**config.mk**
```make
export PLATFORM = sky130hd
export DESIGN_NAME = vx_axi_write_bridge
export DESIGN_NICKNAME = d
export VERILOG_FILES = /design/src/rtl/vx_axi_write_bridge.sv
export SDC_FILE = /design/constraint.sdc
export NUM_CORES = 1
export LEC_CHECK = 0
export BUFFER_PORTS_ARGS = -buffer_cell sky130_fd_sc_hd__buf_2
export CAP_MARGIN = 20
export CORE_AREA = 2 2 509 511
export CTS_CLUSTER_DIAMETER = 50
export DETAILED_ROUTE_END_ITERATION = 6
export DIE_AREA = 0 0 511 513
export RECOVER_POWER = 100
export REMOVE_ABC_BUFFERS = 1
export SYNTH_ARGS = -nofsm -noshare
export SYNTH_HDL_FRONTEND = slang
export SYNTH_SLANG_ARGS = --single-unit
```
**constraint.sdc**
```tcl
create_clock -name clk -period 44.5 [get_ports clk]
set_input_delay 8.9 -clock clk [delete_from_list [all_inputs] [get_ports clk]]
set_output_delay 8.9 -clock clk [all_outputs]
set_load 0.005 [all_outputs]
```
**src/rtl/vx_axi_write_bridge.sv**
```systemverilog
// Purpose: turns memory-bus write requests into single-beat AXI4 AW+W bursts and returns B as tagged acks.
// Latency: 1 cycle from request accept to awvalid/wvalid; the B path is combinational pass-through.
// Backpressure: request ready needs both slots free (or draining this cycle) and the pending count below its cap.
module vx_axi_write_bridge #(
    parameter int DATA_WIDTH     = 512,
    parameter int ADDR_WIDTH     = 26,
    parameter int TAG_WIDTH      = 8,
    parameter int AXI_ADDR_WIDTH = ADDR_WIDTH + $clog2(DATA_WIDTH/8),
    parameter int MAX_PENDING    = 16
) (
    input  logic                                 clk,
    input  logic                                 reset,

    input  logic                                 mem_req_valid,
    output logic                                 mem_req_ready,
    input  logic [ADDR_WIDTH-1:0]                mem_req_addr,
    input  logic [DATA_WIDTH-1:0]                mem_req_data,
    input  logic [DATA_WIDTH/8-1:0]              mem_req_byteen,
    input  logic [TAG_WIDTH-1:0]                 mem_req_tag,

    output logic                                 mem_rsp_valid,
    input  logic                                 mem_rsp_ready,
    output logic [TAG_WIDTH-1:0]                 mem_rsp_tag,
    output logic                                 mem_rsp_error,

    output logic                                 m_axi_awvalid,
    input  logic                                 m_axi_awready,
    output logic [AXI_ADDR_WIDTH-1:0]            m_axi_awaddr,
    output logic [TAG_WIDTH-1:0]                 m_axi_awid,
    output logic [7:0]                           m_axi_awlen,
    output logic [2:0]                           m_axi_awsize,
    output logic [1:0]                           m_axi_awburst,
    output logic [1:0]                           m_axi_awlock,
    output logic [3:0]                           m_axi_awcache,
    output logic [2:0]                           m_axi_awprot,
    output logic [3:0]                           m_axi_awqos,
    output logic [3:0]                           m_axi_awregion,

    output logic                                 m_axi_wvalid,
    input  logic                                 m_axi_wready,
    output logic [DATA_WIDTH-1:0]                m_axi_wdata,
    output logic [DATA_WIDTH/8-1:0]              m_axi_wstrb,
    output logic                                 m_axi_wlast,

    input  logic                                 m_axi_bvalid,
    output logic                                 m_axi_bready,
    input  logic [TAG_WIDTH-1:0]                 m_axi_bid,
    input  logic [1:0]                           m_axi_bresp,

    output logic [$clog2(MAX_PENDING+1)-1:0]     pending_count,
    output logic                                 idle
);

    localparam int STRB_W = DATA_WIDTH / 8;
    localparam int OFF_W  = $clog2(STRB_W);
    localparam int CNT_W  = $clog2(MAX_PENDING + 1);
    localparam logic [CNT_W-1:0] MAX_CNT = CNT_W'(MAX_PENDING);

    typedef struct packed {
        logic [ADDR_WIDTH-1:0] addr;
        logic [TAG_WIDTH-1:0]  id;
    } aw_t;

    typedef struct packed {
        logic [DATA_WIDTH-1:0] dat;
        logic [STRB_W-1:0]     strb;
    } w_t;

    logic             aw_vld_q, aw_vld_d;
    aw_t              aw_q, aw_d;
    logic             w_vld_q, w_vld_d;
    w_t               w_q, w_d;
    logic [CNT_W-1:0] pend_q, pend_d;

    logic aw_fire, w_fire, b_fire, accept;

    // Slot next-state, request ready and outstanding-write accounting.
    always_comb begin
        aw_vld_d = aw_vld_q;
        aw_d     = aw_q;
        w_vld_d  = w_vld_q;
        w_d      = w_q;
        pend_d   = pend_q;

        aw_fire = aw_vld_q && m_axi_awready;
        w_fire  = w_vld_q && m_axi_wready;
        b_fire  = m_axi_bvalid && mem_rsp_ready;

        // A slot that drains this cycle can be refilled on the same edge.
        mem_req_ready = (!aw_vld_q || m_axi_awready) &&
                        (!w_vld_q  || m_axi_wready)  &&
                        (pend_q < MAX_CNT);
        accept = mem_req_valid && mem_req_ready;

        if (aw_fire) aw_vld_d = 1'b0;
        if (w_fire)  w_vld_d  = 1'b0;

        if (accept) begin
            aw_vld_d   = 1'b1;
            aw_d.addr  = mem_req_addr;
            aw_d.id    = mem_req_tag;
            w_vld_d    = 1'b1;
            w_d.dat    = mem_req_data;
            w_d.strb   = mem_req_byteen;
        end

        // A stray B with nothing outstanding is ignored so the count never wraps.
        if (accept && !(b_fire && pend_q != '0)) begin
            pend_d = pend_q + CNT_W'(1);
        end else if (!accept && b_fire && pend_q != '0) begin
            pend_d = pend_q - CNT_W'(1);
        end
    end

    // State registers; reset discards any in-flight writes.
    always_ff @(posedge clk or posedge reset) begin
        if (reset) begin
            aw_vld_q <= 1'b0;
            aw_q     <= '0;
            w_vld_q  <= 1'b0;
            w_q      <= '0;
            pend_q   <= '0;
        end else begin
            aw_vld_q <= aw_vld_d;
            aw_q     <= aw_d;
            w_vld_q  <= w_vld_d;
            w_q      <= w_d;
            pend_q   <= pend_d;
        end
    end

    // B responses are not expected when no write is outstanding.
    b_underflow_chk: assert property (@(posedge clk) disable iff (reset)
        !(m_axi_bvalid && mem_rsp_ready && pend_q == '0));

    assign m_axi_awvalid  = aw_vld_q;
    assign m_axi_awaddr   = AXI_ADDR_WIDTH'({aw_q.addr, {OFF_W{1'b0}}});
    assign m_axi_awid     = aw_q.id;
    assign m_axi_awlen    = 8'd0;
    assign m_axi_awsize   = 3'(OFF_W);
    assign m_axi_awburst  = 2'b01;
    assign m_axi_awlock   = 2'b00;
    assign m_axi_awcache  = 4'b0000;
    assign m_axi_awprot   = 3'b000;
    assign m_axi_awqos    = 4'b0000;
    assign m_axi_awregion = 4'b0000;

    assign m_axi_wvalid   = w_vld_q;
    assign m_axi_wdata    = w_q.dat;
    assign m_axi_wstrb    = w_q.strb;
    assign m_axi_wlast    = 1'b1;

    // Only bresp[1] distinguishes SLVERR/DECERR from OKAY/EXOKAY.
    assign mem_rsp_valid  = m_axi_bvalid;
    assign m_axi_bready   = mem_rsp_ready;
    assign mem_rsp_tag    = m_axi_bid;
    assign mem_rsp_error  = m_axi_bresp[1];

    logic bresp_unused;
    assign bresp_unused   = m_axi_bresp[0];

    assign pending_count  = pend_q;
    assign idle           = (pend_q == '0) && !aw_vld_q && !w_vld_q;

endmodule

```
# Word level (Yosys, flattened, before mapping)

Cells that the tools add are included.

Logic and storage cells: 39
Input port bits: 627
Register bits: 617
Output and inout port bits: 667

Mux-type cells: 6
Magnitude comparators: 1
Reduce and logical (&&, ||, !) cells: 23
Add/sub/neg operators: 2

Operator list:

| kind                                                               | number |
|---|---|
| 1-bit logical AND                                                  | 12 |
| 5-bit two-way mux                                                  | 2 |
| 2-bit nonzero test                                                 | 3 |
| 5-bit by 1-bit adder with 5-bit output, second input constant      | 1 |
| 5-bit zero test                                                    | 1 |
| 5-bit less-than comparator, second input constant                  | 1 |
| 5-bit nonzero test                                                 | 1 |
| 5-bit by 1-bit subtractor with 5-bit output, second input constant | 1 |
| 1-bit zero test                                                    | 4 |
| 1-bit two-way mux                                                  | 4 |
| 1-bit logical OR                                                   | 2 |

# Depth between registers and ports, before layout

Depth after elaboration: 10
Gate-level depth with buffers: 11
Depth with buffers taken out: 8

# Least setup slack after synthesis

OpenSTA, ideal clock, no wires.

Path type: input -> output
From: input port m_axi_awready
To: output port mem_req_ready
Buffers on the path: 0
Arrival time: 9,197 ps
Stages: 2
Required time: 35,600 ps
Path slack: 26,403 ps
Cells stage by stage: nor2b_1 > nor3_1

Longest elaborated chain between the ends: 3

Ends and longest elaborated chain:

| what               | RTL line | source |
|---|---|---|
| start: declaration | 27       | `input logic m_axi_awready,` |
| 1-bit logical OR   | 90       | `mem_req_ready = (!aw_vld_q \|\| m_axi_awready) &&` |
| 1-bit logical AND  | 90       |  |
| 1-bit logical AND  | 91       | `(!w_vld_q \|\| m_axi_wready) &&` |
| end: declaration   | 15       | `output logic mem_req_ready,` |

No other way between the ends.

==> results.ini <==
[run_status]
outcome=complete, but fails checks
violations=max-capacitance violations, max-slew violations

[synthesis]
synth_top_family_by_area=multiplexers
synth_area_per_cell_um2=17.0
synth_xor_area_share_pct=0.150
muxShareOfSynthArea_pct=29.5
synth_area_um2=23400
synth_ff_type=dfrtp_1
async_reset_ff_share_pct=100
synth_seq_area_share_pct=66.0
synthSimpleGateAreaFrac_pct=0.332
synth_edf_count=0
yosysUniqueCellTypes=25
synth_compound_area_share_pct=0.284
synthAdderAreaFrac_pct=0.246
ys_ff_latch=617
netlist_instances=1376
ys_warn_count=0

[clock_network]
cts_buffers=115
clk_latency_ps=850
cts_sinks=617
cts_tree=done
cts_setup_buffers=0
htree_levels=3
cts_buffer_depth=4
postCtsHoldBufs=0
root_buffer=clkbuf_16
cts_resized=0
clk_pin_slew_ps=50

[setup_path]
path_cells=buf_2, clkinvlp_2, clkbuf_1, clkbuf_1
worstRegToRegCells=8
crit_family=buffers and inverters
cp_num_buf_inv=4
critical-path-slowest-cell=clkbuf_1
cp_slowest_stage_delay_ps=5780
crit_path_max_fanout=132
crit_path_end_kind=async pin
critPathKind=in -> async
worstReg2RegStart=m_axi_awvalid$_DFFE_PP0P_
cp-start-kind=input port
ff2ff_setup_slack_ps=31640
crit_arrival_ps=19420
crit_path_frequent_cell=clkbuf_1
r2r-end=m_axi_wdata[77]$_DFFE_PP0P_
cp.required_ps=43350

[timing]
rsz0062_at_grt=no
slew_headroom_pct=-443
finalMaxSlewViolations=1253
min_period_ps=20570
worst_pin_slew_ps=8140
timing.fmax_ghz=0.0486
finalCritPeriodShare_pct=46.2
finalHoldViolCount=0
tns_ps=0
hold_ws_ps=478
setup_viol=0
finClkSkew_ps=44.8

[pwr]
cellPowerDensity_nw_per_um2=76.8
switchingPower_w=0.00103
combPwrFrac_pct=32.7
ir_drop_v=0.0000314
switching_share_pct=36.4
clock_power_share_pct=31.7
internal_power_w=0.00179
sequentialPowerShare_pct=35.6
finalPower_w=0.00282
power_leakage_nw=15.3

[route]
ant_nets=0
drc=0
vias_per_cell=2.97
first_pass_iters=4
initialDrtViolationCount=700
finalWirelength_um=179000
avgRoutedWirePerCell_um=28.6
vias=18605

[global_routing]
grt_pass1_wl_um=220000
overflow=0
grt_use_met3_pct=13.9
busiest_layer=met2
met1_usage_pct=12.1
grt_max_degree=133
antenna_found_initial=379
grt.total_usage_pct=13.2
use_met2_pct=18.6
first_global_vias=18860

[job]
drv_cap=20

[floorplan]
initial_core_util_pct=9.13
die_area_um2=262000
dieWidth_um=511
die_h_um=513
row_count=186
design.portCount=1294
coreArea_um2=256000

[place]
numPortBuffers=1237
dpl.cell_count=5935
place_hpwl_um=158000
place_congestion=0.972

[cells_and_area]
final_layout_size_suffix_gt1_share_pct=41.6
areaGrowthSynthToFinish_pct=57.0
seq_area_um2=15400
fill_cells=28873
final_nets=3300
instances_no_fill=6254
multi_input_area_um2=7270
utilization_pct=14.3

[min_path]
hold_path_end=m_axi_wdata[329]$_DFFE_PP0P_
min_from=m_axi_wdata[329]$_DFFE_PP0P_
min_delay_path_depth=1
hold_path_class=reg -> reg

-- layer usage --
| layer | routed length [um] | vias up |
|---|---|---|
| met2 | 70900 | 1477 |
| met4 | 10000 | 252 |
| li1 | - | 7599 |
| met5 | 1670 | - |
| met1 | 56000 | 8680 |
| met3 | 40300 | 597 |
-- kinds of logic (layout without fill, tap and decap cells) --
logic type / Yosys count / after routing
fa+ha+maj: 4 / 4
other cells: 2 / 148
simple gates: 11 / 11
buf+inv: 117 / 1465
xor+xnor: 4 / 4
flops: 617 / 617
mux: 613 / 613
compound gates: 8 / 8
-- flip-flops by register name, indices dropped and copies added, names as in the netlist --
signal / flops
m_axi_wstrb: 64
m_axi_awaddr: 26
pending_count: 5
m_axi_awid: 8
m_axi_wdata: 512
m_axi_awvalid: 1
m_axi_wvalid: 1
-- through the flow --
stage | setup slack (ps) | instance area [um^2]
4_1_cts | 26040 | 37200
3_5_place_dp | 26040 | 33300
2_1_floorplan | -5430 | 22700
6_report | 23930 | 36700
5_1_grt | 21240 | 36500
3_3_place_gp | 26050 | 33300
-- final cells by class --
type	count	share of cell area, %
multi-input combinational	677	19.8
clock inverter	69	2.22
inverter	1	0.0136
antenna	111	0.757
sequential	617	42.1
clock buffer	138	8.30
timing repair buffer	1257	15.3
tap	3384	11.5
-- synth_stat cells, types with 2 or more instances --
master    count  share of area [%]
clkbuf_1      2              0.032
mux2_1      373                 18
nand2_1       2              0.032
a21o_1        3              0.096
buf_4        85                2.7
ha_1          3               0.16
buf_2        29               0.62
conb_1        2              0.032
dfrtp_1     617                 66
a21oi_1       2              0.043
xor2_1        2              0.075
nor2b_1       2              0.054
or2_1         2              0.054
mux2_2      240                 12
xnor2_1       2              0.075
-- layout by cell type (no fill, tap or decap), types with 9 or more instances in the layout --
| cell type | synthesis | layout |
|---|---|---|
| diode_2 | 0 | 111 |
| mux2_1 | 373 | 373 |
| mux2_2 | 240 | 240 |
| clkbuf_16 | 0 | 115 |
| conb_1 | 2 | 37 |
| dfrtp_1 | 617 | 617 |
| buf_2 | 29 | 713 |
| inv_8 | 0 | 9 |
| clkinv_2 | 0 | 9 |
| clkbuf_1 | 2 | 555 |
| bufinv_16 | 0 | 9 |
| inv_6 | 0 | 29 |
-- power by group through the flow --
stage	Combinational, W	Sequential (W)	Clock, W
floorplan	0.000499	0.00102	0
global placement	0.00101	0.000990	0
detailed placement	0.00103	0.00100	0
CTS	0.00103	0.000996	0.000928
global route	0.000995	0.00104	0.000947
finish	0.000922	0.00100	0.000894
-- how the worst max path moves through the flow --
stage / start / to / slack, ps / cells past startpoint
6_report: reset / m_axi_wdata[203]$_DFFE_PP0P_ / 23930 / 4
5_1_grt: reset / m_axi_wdata[203]$_DFFE_PP0P_ / 21240 / 4
4_1_cts: m_axi_awready / mem_req_ready / 26040 / 4
3_5_place_dp: m_axi_awready / mem_req_ready / 26040 / 4
3_3_place_gp: m_axi_awready / mem_req_ready / 26050 / 4
2_1_floorplan: mem_req_valid / pending_count[4]$_DFFE_PP0P_ / -5430 / 7
Power figures use the tool's default switching activity.
